===== config.mk =====
export PLATFORM = sky130hd
export DESIGN_NAME = filter_sequencer_flat
export DESIGN_NICKNAME = d
export VERILOG_FILES = /design/src/rtl/filter_sequencer_if.sv /design/src/rtl/filter_sequencer.sv /design/src/flat_wrapper.sv
export SDC_FILE = /design/constraint.sdc
export NUM_CORES = 1
export LEC_CHECK = 0
export ABC_AREA = 1
export BUFFER_PORTS_ARGS = -buffer_cell sky130_fd_sc_hd__buf_2
export CORE_UTILIZATION = 49
export DETAILED_ROUTE_END_ITERATION = 8
export PLACE_DENSITY = 0.78
export SLEW_MARGIN = 0
export SYNTH_ARGS = -nofsm -noshare
export SYNTH_HDL_FRONTEND = slang
export SYNTH_SLANG_ARGS = --single-unit

===== constraint.sdc =====
create_clock -name clk -period 2.4 [get_ports clk]
set_input_delay 0.48 -clock clk [delete_from_list [all_inputs] [get_ports clk]]
set_output_delay 0.48 -clock clk [all_outputs]
set_load 0.01 [all_outputs]

===== src/rtl/filter_sequencer_if.sv =====
// ---------------------------------------------------------------------------
// filter_sequencer_if
//   Block handshake between the filter sequencer and the filter datapath.
//
//   Signals:
//     block        block ID the datapath should apply
//     block_valid  block is meaningful and awaiting acceptance
//     pass         gradient pass (0 = X, 1 = Y), 0 for smoothing
//     block_ready  datapath accepts the current block this cycle
//
//   Modports:
//     master  sequencer side (drives block/block_valid/pass)
//     slave   datapath side (drives block_ready)
// ---------------------------------------------------------------------------
interface filter_sequencer_if #(
    parameter int BLOCK_W = 4
);
    logic [BLOCK_W-1:0] block;
    logic               block_valid;
    logic               pass;
    logic               block_ready;

    modport master (
        output block,
        output block_valid,
        output pass,
        input  block_ready
    );

    modport slave (
        input  block,
        input  block_valid,
        input  pass,
        output block_ready
    );
endinterface


===== src/rtl/filter_sequencer.sv =====
// ---------------------------------------------------------------------------
// filter_sequencer
//   Steps the edge-detector datapath through its filter blocks each time the
//   pixel anchor moves. Type 0 is a single smoothing pass of SMOOTH_LEN
//   blocks; type 1 is a gradient filter made of an X pass and a Y pass of
//   GRAD_LEN blocks each. Blocks advance on a valid/ready handshake.
//
//   Ports:
//     clk            system clock, rising edge
//     n_rst          asynchronous active-low reset
//     anchor_moving  start / restart request (level sampled)
//     filter_type    filter type sampled with anchor_moving (0 smooth, 1 grad)
//     abort          synchronous abort of the current run
//     blk_if         block handshake (block, block_valid, pass, block_ready)
//     busy           high while a run is in progress
//     filter_done    one-cycle pulse when a run completes
//
//   Block IDs: smoothing uses 0..SMOOTH_LEN-1; gradient uses
//   SMOOTH_LEN + pass*GRAD_LEN + idx.
// ---------------------------------------------------------------------------
module filter_sequencer #(
    parameter int BLOCK_W         = 4,
    parameter int SMOOTH_LEN      = 5,
    parameter int GRAD_LEN        = 3,
    parameter int RESTART_ON_MOVE = 1
) (
    input  logic                clk,
    input  logic                n_rst,
    input  logic                anchor_moving,
    input  logic                filter_type,
    input  logic                abort,
    filter_sequencer_if.master  blk_if,
    output logic                busy,
    output logic                filter_done
);

    // Reject configurations whose block IDs would not fit in BLOCK_W bits.
    if (SMOOTH_LEN < 1 || GRAD_LEN < 1 ||
        (SMOOTH_LEN + 2 * GRAD_LEN) > (1 << BLOCK_W)) begin : g_illegal_params
        $error("filter_sequencer: illegal SMOOTH_LEN/GRAD_LEN/BLOCK_W combination");
    end

    localparam logic [BLOCK_W-1:0] SMOOTH_LAST = BLOCK_W'(SMOOTH_LEN - 1);
    localparam logic [BLOCK_W-1:0] GRAD_LAST   = BLOCK_W'(GRAD_LEN - 1);
    localparam logic [BLOCK_W-1:0] GRAD_BASE   = BLOCK_W'(SMOOTH_LEN);
    localparam logic [BLOCK_W-1:0] GRAD_STEP   = BLOCK_W'(GRAD_LEN);

    typedef enum logic [1:0] {
        ST_IDLE,
        ST_PROCESSING,
        ST_DONE
    } state_t;

    // Control state
    state_t             r_state;
    state_t             w_state_nxt;
    logic               r_type;
    logic               w_type_nxt;
    logic [BLOCK_W-1:0] r_idx;
    logic [BLOCK_W-1:0] w_idx_nxt;
    logic               r_pass;
    logic               w_pass_nxt;

    // Output registers
    logic [BLOCK_W-1:0] r_block;
    logic [BLOCK_W-1:0] w_block_nxt;
    logic               r_valid;
    logic               r_busy;
    logic               r_done;

    logic               w_last;

    // Last block of the current pass, judged on the latched type.
    assign w_last = (r_idx == (r_type ? GRAD_LAST : SMOOTH_LAST));

    always_ff @(posedge clk or negedge n_rst) begin
        if (!n_rst) begin
            r_state <= ST_IDLE;
            r_type  <= 1'b0;
            r_idx   <= '0;
            r_pass  <= 1'b0;
            r_block <= '0;
            r_valid <= 1'b0;
            r_busy  <= 1'b0;
            r_done  <= 1'b0;
        end else begin
            r_state <= w_state_nxt;
            r_type  <= w_type_nxt;
            r_idx   <= w_idx_nxt;
            r_pass  <= w_pass_nxt;
            r_block <= w_block_nxt;
            r_valid <= (w_state_nxt == ST_PROCESSING);
            r_busy  <= (w_state_nxt == ST_PROCESSING);
            r_done  <= (w_state_nxt == ST_DONE);
        end
    end

    // Next-state logic. Priority inside PROCESSING: abort > restart > advance.
    // idx/pass are cleared whenever PROCESSING is left so that IDLE and DONE
    // present block 0 / pass 0 without extra gating.
    always_comb begin
        w_state_nxt = r_state;
        w_type_nxt  = r_type;
        w_idx_nxt   = r_idx;
        w_pass_nxt  = r_pass;

        unique case (r_state)
            ST_IDLE: begin
                if (!abort && anchor_moving) begin
                    w_state_nxt = ST_PROCESSING;
                    w_type_nxt  = filter_type;
                    w_idx_nxt   = '0;
                    w_pass_nxt  = 1'b0;
                end
            end

            ST_PROCESSING: begin
                if (abort) begin
                    w_state_nxt = ST_IDLE;
                    w_idx_nxt   = '0;
                    w_pass_nxt  = 1'b0;
                end else if ((RESTART_ON_MOVE != 0) && anchor_moving) begin
                    // Restart discards any transfer happening this cycle.
                    w_state_nxt = ST_PROCESSING;
                    w_type_nxt  = filter_type;
                    w_idx_nxt   = '0;
                    w_pass_nxt  = 1'b0;
                end else if (blk_if.block_ready) begin
                    if (w_last) begin
                        if (r_type && !r_pass) begin
                            w_pass_nxt = 1'b1;
                            w_idx_nxt  = '0;
                        end else begin
                            w_state_nxt = ST_DONE;
                            w_idx_nxt   = '0;
                            w_pass_nxt  = 1'b0;
                        end
                    end else begin
                        w_idx_nxt = r_idx + 1'b1;
                    end
                end
            end

            ST_DONE: begin
                if (!abort && anchor_moving) begin
                    // Back-to-back run: no IDLE gap.
                    w_state_nxt = ST_PROCESSING;
                    w_type_nxt  = filter_type;
                end else begin
                    w_state_nxt = ST_IDLE;
                end
                w_idx_nxt  = '0;
                w_pass_nxt = 1'b0;
            end

            default: begin
                w_state_nxt = ST_IDLE;
                w_idx_nxt   = '0;
                w_pass_nxt  = 1'b0;
            end
        endcase
    end

    // Block ID for the coming cycle, encoded from the next-state values so
    // that the registered output lines up with the registered valid.
    always_comb begin
        w_block_nxt = '0;
        if (w_state_nxt == ST_PROCESSING) begin
            if (w_type_nxt) begin
                w_block_nxt = GRAD_BASE + (w_pass_nxt ? GRAD_STEP : '0) + w_idx_nxt;
            end else begin
                w_block_nxt = w_idx_nxt;
            end
        end
    end

    assign blk_if.block       = r_block;
    assign blk_if.block_valid = r_valid;
    assign blk_if.pass        = r_pass;
    assign busy               = r_busy;
    assign filter_done        = r_done;

endmodule


===== src/flat_wrapper.sv =====
// flat-port wrapper written by rule: the top's interface ports become plain ports
module filter_sequencer_flat 
#(
    parameter int BLOCK_W         = 4,
    parameter int SMOOTH_LEN      = 5,
    parameter int GRAD_LEN        = 3,
    parameter int RESTART_ON_MOVE = 1
)
  (clk, n_rst, anchor_moving, filter_type, abort, busy, filter_done, blk_if_block, blk_if_block_valid, blk_if_pass, blk_if_block_ready);
  filter_sequencer_if #(.BLOCK_W(BLOCK_W)) blk_if_i ();
  input  logic clk;
  input  logic n_rst;
  input  logic anchor_moving;
  input  logic filter_type;
  input  logic abort;
  output logic busy;
  output logic filter_done;
  output wire logic [$bits(blk_if_i.block)-1:0] blk_if_block;
  output wire logic [$bits(blk_if_i.block_valid)-1:0] blk_if_block_valid;
  output wire logic [$bits(blk_if_i.pass)-1:0] blk_if_pass;
  input wire logic [$bits(blk_if_i.block_ready)-1:0] blk_if_block_ready;
  assign blk_if_block = blk_if_i.block;
  assign blk_if_block_valid = blk_if_i.block_valid;
  assign blk_if_pass = blk_if_i.pass;
  assign blk_if_i.block_ready = blk_if_block_ready;
  filter_sequencer #(.BLOCK_W(BLOCK_W), .SMOOTH_LEN(SMOOTH_LEN), .GRAD_LEN(GRAD_LEN), .RESTART_ON_MOVE(RESTART_ON_MOVE)) u_core (.clk(clk), .n_rst(n_rst), .anchor_moving(anchor_moving), .filter_type(filter_type), .abort(abort), .blk_if(blk_if_i), .busy(busy), .filter_done(filter_done));
endmodule

# --- Word level (Yosys, flattened, before mapping) ---
# Index checks and enable logic that the tools add are counted.
op_classes:
  addsub: 3
  eq_ne: 5
  mux: 29
  n_reduce_logical: 6
ops:
  columns: ["op", "n"]
  rows:
  - ["4-bit two-way mux", 7]
  - ["2-bit two-way mux", 7]
  - ["1-bit two-way mux", 10]
  - ["4-bit case mux with 2 select lines", 1]
  - ["2-bit case mux with 3 select lines", 1]
  - ["3-bit by 4-bit adder with 4-bit output (first input constant)", 1]
  - ["4-bit by 1-bit adder with 4-bit output (second input constant)", 1]
  - ["4-bit adder", 1]
  - ["2-bit by 1-bit equality test with 1-bit output (second input constant)", 2]
  - ["2-bit equality test (second input constant)", 2]
  - ["4-bit equality test", 1]
  - ["1-bit case mux with 2 select lines", 2]
  - ["3-bit two-way mux", 1]
  - ["1-bit logical AND", 2]
  - ["1-bit logical NOT", 2]
  - ["2-bit logical NOT", 1]
  - ["2-bit OR reduction", 1]
totals:
  ff_bits: 14
  in_bits: 6
  wordCells: 50

# --- Longest topological paths before layout ---
logic_depth:
  word_depth: 13
  mapped_depth: 16
  ltp_nobuf: 16

# --- Worst setup path after synthesis ---
# No wires, ideal clock.
synth_path:
  path_kind: "register to register"
  startpoint: "register u_core.r_idx[2]"
  endpoint: "register u_core.r_block[2] (netlist: u_core.blk_if.block[2])"
  setup_time_ps: 113
  arrival_ps: 1875
  required_time_ps: 2287
  slack_ps: 412
  stages_incl_launch_ff: 13
  n_path_buf: 0
  synth_period_minus_slack_ps: 1988
  path_cell_list: "dfrtp_1 -> o21ai_1 -> nand3_2 -> nor2_1 -> nor2_1 -> a22oi_1 -> ha_1 -> inv_1 -> fa_1 -> o21ai_1 -> nand2_1 -> nand2_1 -> inv_1"
synth_between:
  elab_chain_cells: 11
  word_cells_on_any_way: 24
  cone_classes: "add/sub: 3; eq/ne: 2; mux: 19"
synth_rtl:
  columns: ["item", "line", "rtl"]
  rows:
  - ["from (decl)", "filter_sequencer.sv:59", "logic [BLOCK_W-1:0] r_idx;"]
  - ["from (signal assigned)", "filter_sequencer.sv:89", "r_idx <= w_idx_nxt;"]
  - ["4-bit equality test", "filter_sequencer.sv:74", "assign w_last = (r_idx == (r_type ? GRAD_LAST : SMOOTH_LAST));"]
  - ["1-bit two-way mux", "filter_sequencer.sv:129", "if (w_last) begin"]
  - ["1-bit two-way mux", "filter_sequencer.sv:128", "end else if (blk_if.block_ready) begin"]
  - ["1-bit two-way mux", "filter_sequencer.sv:122", "end else if ((RESTART_ON_MOVE != 0) && anchor_moving) begin"]
  - ["1-bit two-way mux", "filter_sequencer.sv:118", "if (abort) begin"]
  - ["1-bit case mux with 2 select lines", "filter_sequencer.sv:107", "unique case (r_state)"]
  - ["2-bit two-way mux", "filter_sequencer.sv:170", "w_block_nxt = GRAD_BASE + (w_pass_nxt ? GRAD_STEP : '0) + w_idx_nxt;"]
  - ["3-bit by 4-bit adder with 4-bit output", "filter_sequencer.sv:170", null]
  - ["4-bit adder", "filter_sequencer.sv:170", null]
  - ["4-bit two-way mux", "filter_sequencer.sv:169", "if (w_type_nxt) begin"]
  - ["4-bit two-way mux (*)", "filter_sequencer.sv:168", "if (w_state_nxt == ST_PROCESSING) begin"]
  - ["via u_core.w_block_nxt[2]", "filter_sequencer.sv:66", "logic [BLOCK_W-1:0] w_block_nxt;"]
  - ["to (signal assigned)", "filter_sequencer.sv:91", "r_block <= w_block_nxt;"]
  - ["to (decl)", "filter_sequencer.sv:65", "logic [BLOCK_W-1:0] r_block;"]
# Mark *: on every way through the listed nets, which the timed path passes. The rest lies on a longest branch.

# --- Worst setup path after layout ---
layout_path:
  startpoint: "register u_core.r_type"
  endpoint: "register u_core.r_block[2] (netlist: u_core.blk_if.block[2])"
layout_between:
  elab_chain_cells: 12
  word_cells_on_any_way: 30
  cone_classes: "add/sub: 2; eq/ne: 2; mux: 25; reduce/logical: 1"
layout_rtl:
  columns: ["item", "line", "rtl"]
  rows:
  - ["from (decl)", "filter_sequencer.sv:57", "logic r_type;"]
  - ["from (signal assigned)", "filter_sequencer.sv:88", "r_type <= w_type_nxt;"]
  - ["3-bit two-way mux / 1-bit logical AND (equally long branches)", "filter_sequencer.sv:74, filter_sequencer.sv:130", null]
  - ["4-bit equality test / 1-bit two-way mux (equally long branches)", "filter_sequencer.sv:74, filter_sequencer.sv:130", null]
  - ["1-bit two-way mux", "filter_sequencer.sv:129", null]
  - ["1-bit two-way mux", "filter_sequencer.sv:128", null]
  - ["1-bit two-way mux", "filter_sequencer.sv:122", null]
  - ["1-bit two-way mux", "filter_sequencer.sv:118", null]
  - ["1-bit case mux with 2 select lines", "filter_sequencer.sv:107", null]
  - ["2-bit two-way mux", "filter_sequencer.sv:170", null]
  - ["3-bit by 4-bit adder with 4-bit output", "filter_sequencer.sv:170", null]
  - ["4-bit adder", "filter_sequencer.sv:170", null]
  - ["4-bit two-way mux", "filter_sequencer.sv:169", null]
  - ["4-bit two-way mux (*)", "filter_sequencer.sv:168", null]
  - ["via u_core.w_block_nxt[2]", "filter_sequencer.sv:66", null]
# Marks and branches as above.

==> results.md <==
- Highest fanout seen on the critical path: 6
- Ant. Diodes: 0
- Horizontal die dimension: 43.46 µm
- Final nets: 136
- Post-route total power: 506.0 µW
- Top-level port count: 14
- Maximum number of pins on one net before global-route repair: 15
- Number of buffers and inverters on the critical path: 3
- Category of cells accounting for the largest share of critical-path delay: simple AND/OR/NAND/NOR gates
- Aggregate negative setup slack: 0 ns
- Number of antenna violations at the first check in global routing: 0
- Hold buffers post-CTS: 0
- Final Hold Vio Count: 0
- Relative slew slack: 78.93%
- # rows: 14
- Type of origin of the critical path: register
- Initial standard-cell utilization of the core: 54.01%
- Die height: 43.46 µm
- Type of element capturing the critical path: register
- H-tree levels: 1
- Endpoint arrival time on the critical path: 2.38 ns
- Path category of the worst min-delay check: primary input to async pin
- Result of the run: complete, but fails checks
- Minimum period implied by the final worst setup slack: 2.151 ns
- Share of synthesized cell area in and, or, nand and nor gates: 31.35%
- First-pass GRT wire length: 2.870 mm
- Drt initial violations: 21
- First drt pass iteration count: 6
- Wire length per cell after detailed routing: 12.13 µm
- Standard cell core area: 1559 µm²
- Synthesis-to-layout area growth: 15.75%
- Clock input transition at the sequential cells of the worst setup and hold paths: 0.09 ns
- Number of buffers added by the clock tree synthesis step: 3
- Critical-path cell with the highest stage delay: dfrtp_1
- IR drop worst, VDD: 0.2618 mV
- Final RePlAce weighted congestion: 0.7810
- Proportion of synthesized chip area in sequential cells: 41.60%
- Via count of the routed design: 763
- Post-synthesis sequential element count: 14
- Power density normalized to cell area: 519.1 nW/µm²
- Number of max-cap violations: 0
- Violations in the final reports: DRC
- CTS root buffer: clkbuf_4
- Number of cells produced by synthesis: 109
- Layout cell share with drive strength beyond 1: 28.00%
- Worst skew pair latency: 0.28 ns
- Residual DRC count: 7
- Setup repair after global routing missed its margin: no
- Detailed-placement wirelength estimate: 1.308 mm
- Share of the synthesized area in compound gates (AO/OA/AOI/OAI): 10.40%
- Final worst clock skew: 0.001272 ns
- Final setup violation count: 0
- Largest family of logic cells by synthesized area: simple AND/OR/NAND/NOR gates
- Worst Path Required: 2.63 ns
- Post-route clock period utilization: 89.61%
- Total of buffers placed on input and output ports: 13
- All-Layer GR Usage: 20.91%
- Number of global-route vias before repair: 672
- Max stage delay on crit path: 0.40 ns
- Post-synthesis adder-cell area fraction: 6.835%
- Leakage dissipation: 0.5553 nW
- Full die area: 1888 µm²
- Syn_nets: 119
- Timing-limited maximum frequency: 465.0 MHz
- Warnings from Yosys: 0
- Aggregate global routing overflow: 0
- Vias per std cell: 5.411
- Pin slew with the least headroom to its limit: 0.3161 ns
- Clock tree from TritonCTS: done
- Clock sink count: 14
- Number of buffers on the longest clock path: 2
- Portion of netlist area occupied by mux cells: 0%
- Post-synthesis area per instance: 7.725 µm²
- Cell-by-cell listing of the critical path: inv_1 -> nand2_1 -> nand2_1 -> nand3_4 -> nor2_1 -> nor2_1 -> a22oi_2 -> ha_1 -> inv_1 -> fa_1 -> nor2_1 -> nand3_1 -> nand2_1 -> nand2_1 -> inv_1
- ANT nets after route: 0
- Netlist area before placement: 842.1 µm²
- Critical path type: register to register
- Number of max-slew violations in the final report: 0
- Final Routed Wirelength: 1.711 mm
- Most frequent CP cell: nand2_1
- Xor-xnor portion of the synthesized cell area: 0%
- Post-synth cell types: 23
==> cell families (layout without fill, tap and decap cells) <==
family	count (synthesis)	after routing
and+or+nand+nor	56	56
buffers and inverters	21	37
AOI/OAI and AO/OA	14	14
DFF	14	14
adders and majority gates	4	4
==> synthesized netlist by cell type <==
cell,number,area [µm²]
nand4_1,3,18.77
o21ai_0,3,15.01
nor2_4,1,11.26
nand3_1,5,25.02
buf_4,1,7.510
nand2_1,30,112.6
nor3_1,2,10.01
nor2_2,1,6.260
inv_2,3,11.26
o21ai_2,4,35.03
nand2_4,1,11.26
o21ai_1,3,15.01
a22oi_1,1,7.510
inv_1,17,63.81
or2_2,1,6.260
nand3_2,1,10.01
nor2_1,7,26.28
ha_1,3,37.54
nand3b_1,1,7.510
dfrtp_1,14,350.3
a21oi_1,3,15.01
fa_1,1,20.02
nand2_2,3,18.77
==> per-layer routing <==
metal	vias up	track usage (%)	wire length [µm]
met5	-	0	0
met4	0	10.00	38
met3	7	2.917	105
met2	34	34.85	819
met1	345	26.81	748
li1	377	-	-
==> cell type report <==
| class | instances | area [µm²] |
|---|---|---|
| multi-input combinational | 74 | 427.9 |
| fill | 136 | 584.3 |
| tap | 16 | 20.02 |
| inverter | 20 | 75.07 |
| clock buffer | 4 | 36.28 |
| timing repair buffer | 13 | 65.06 |
| sequential | 14 | 350.3 |
==> placed cells by master (no fill, tap or decap), types with 2 or more instances in the layout <==
cell	instances
nand2_1	30
inv_1	17
dfrtp_1	14
buf_2	13
nor2_1	6
o21ai_2	5
nand3_1	5
nand2_2	3
o21ai_0	3
inv_2	3
nand4_1	3
a21oi_1	3
ha_1	3
clkbuf_4	3
o21ai_1	2
nor2_2	2
nor3_1	2
==> metrics by stage <==
stage	worst slack [ns]	instances	area [µm²]	hold WS, ns	utilization (%)
detailed placement	0.06516	137	919.6	0.3929	58.99
CTS	0.1318	141	955.9	0.09319	61.32
floorplan	0.4121	109	842.1	0.1844	-
global route	0.02618	141	974.7	0.08877	62.52
global placement	0.1126	137	919.6	0.3872	58.99
finish	0.2494	141	974.7	0.07509	62.52
==> what timing repair did <==
| action | 4_1_cts | 5_1_grt |
|---|---|---|
| endpoints found under the setup margin | 0 | 3 |
| setup buffers | 0 | 0 |
| gates resized for setup | 0 | 4 |
==> where the power goes <==
part	total, mW	internal [mW]	switching (mW)
clock network	0.171	0.0924	0.0786
registers	0.254	0.246	0.00821
logic	0.0809	0.0275	0.0533
total	0.506	0.366	0.140
==> worst register-to-register path, cell delays in order (launching register included) <==
cell	delay, ns
dfrtp_1	0.40
inv_1	0.11
nand2_1	0.06
nand2_1	0.13
nand3_4	0.12
nor2_1	0.11
nor2_1	0.06
a22oi_2	0.16
ha_1	0.17
inv_1	0.06
fa_1	0.38
nor2_1	0.12
nand3_1	0.07
nand2_1	0.06
nand2_1	0.05
inv_1	0.05
==> flip-flops by register name, indices dropped and copies added (netlist names) <==
register / flops
u_core.blk_if.pass: 1
u_core.r_type: 1
u_core.blk_if.block: 4
u_core.filter_done: 1
u_core.r_idx: 4
u_core.blk_if.block_valid: 1
u_core.r_state: 2
==> worst paths after layout <==
kind                               startpoint  depth (start not counted)  slack (ns)                     end
worst min register to register  u_core.r_type                          2        0.62           u_core.r_type
worst max register to register  u_core.r_type                         15        0.25  u_core.blk_if.block[2]
min in group clk                anchor_moving                          3        0.54       u_core.r_state[0]
worst min-delay path                    n_rst                          1        0.08         u_core.r_idx[3]
worst max-delay path            u_core.r_type                         15        0.25  u_core.blk_if.block[2]
max in group asynchronous               n_rst                          1        2.09  u_core.blk_if.block[3]
Power figures use the tool's default switching activity.
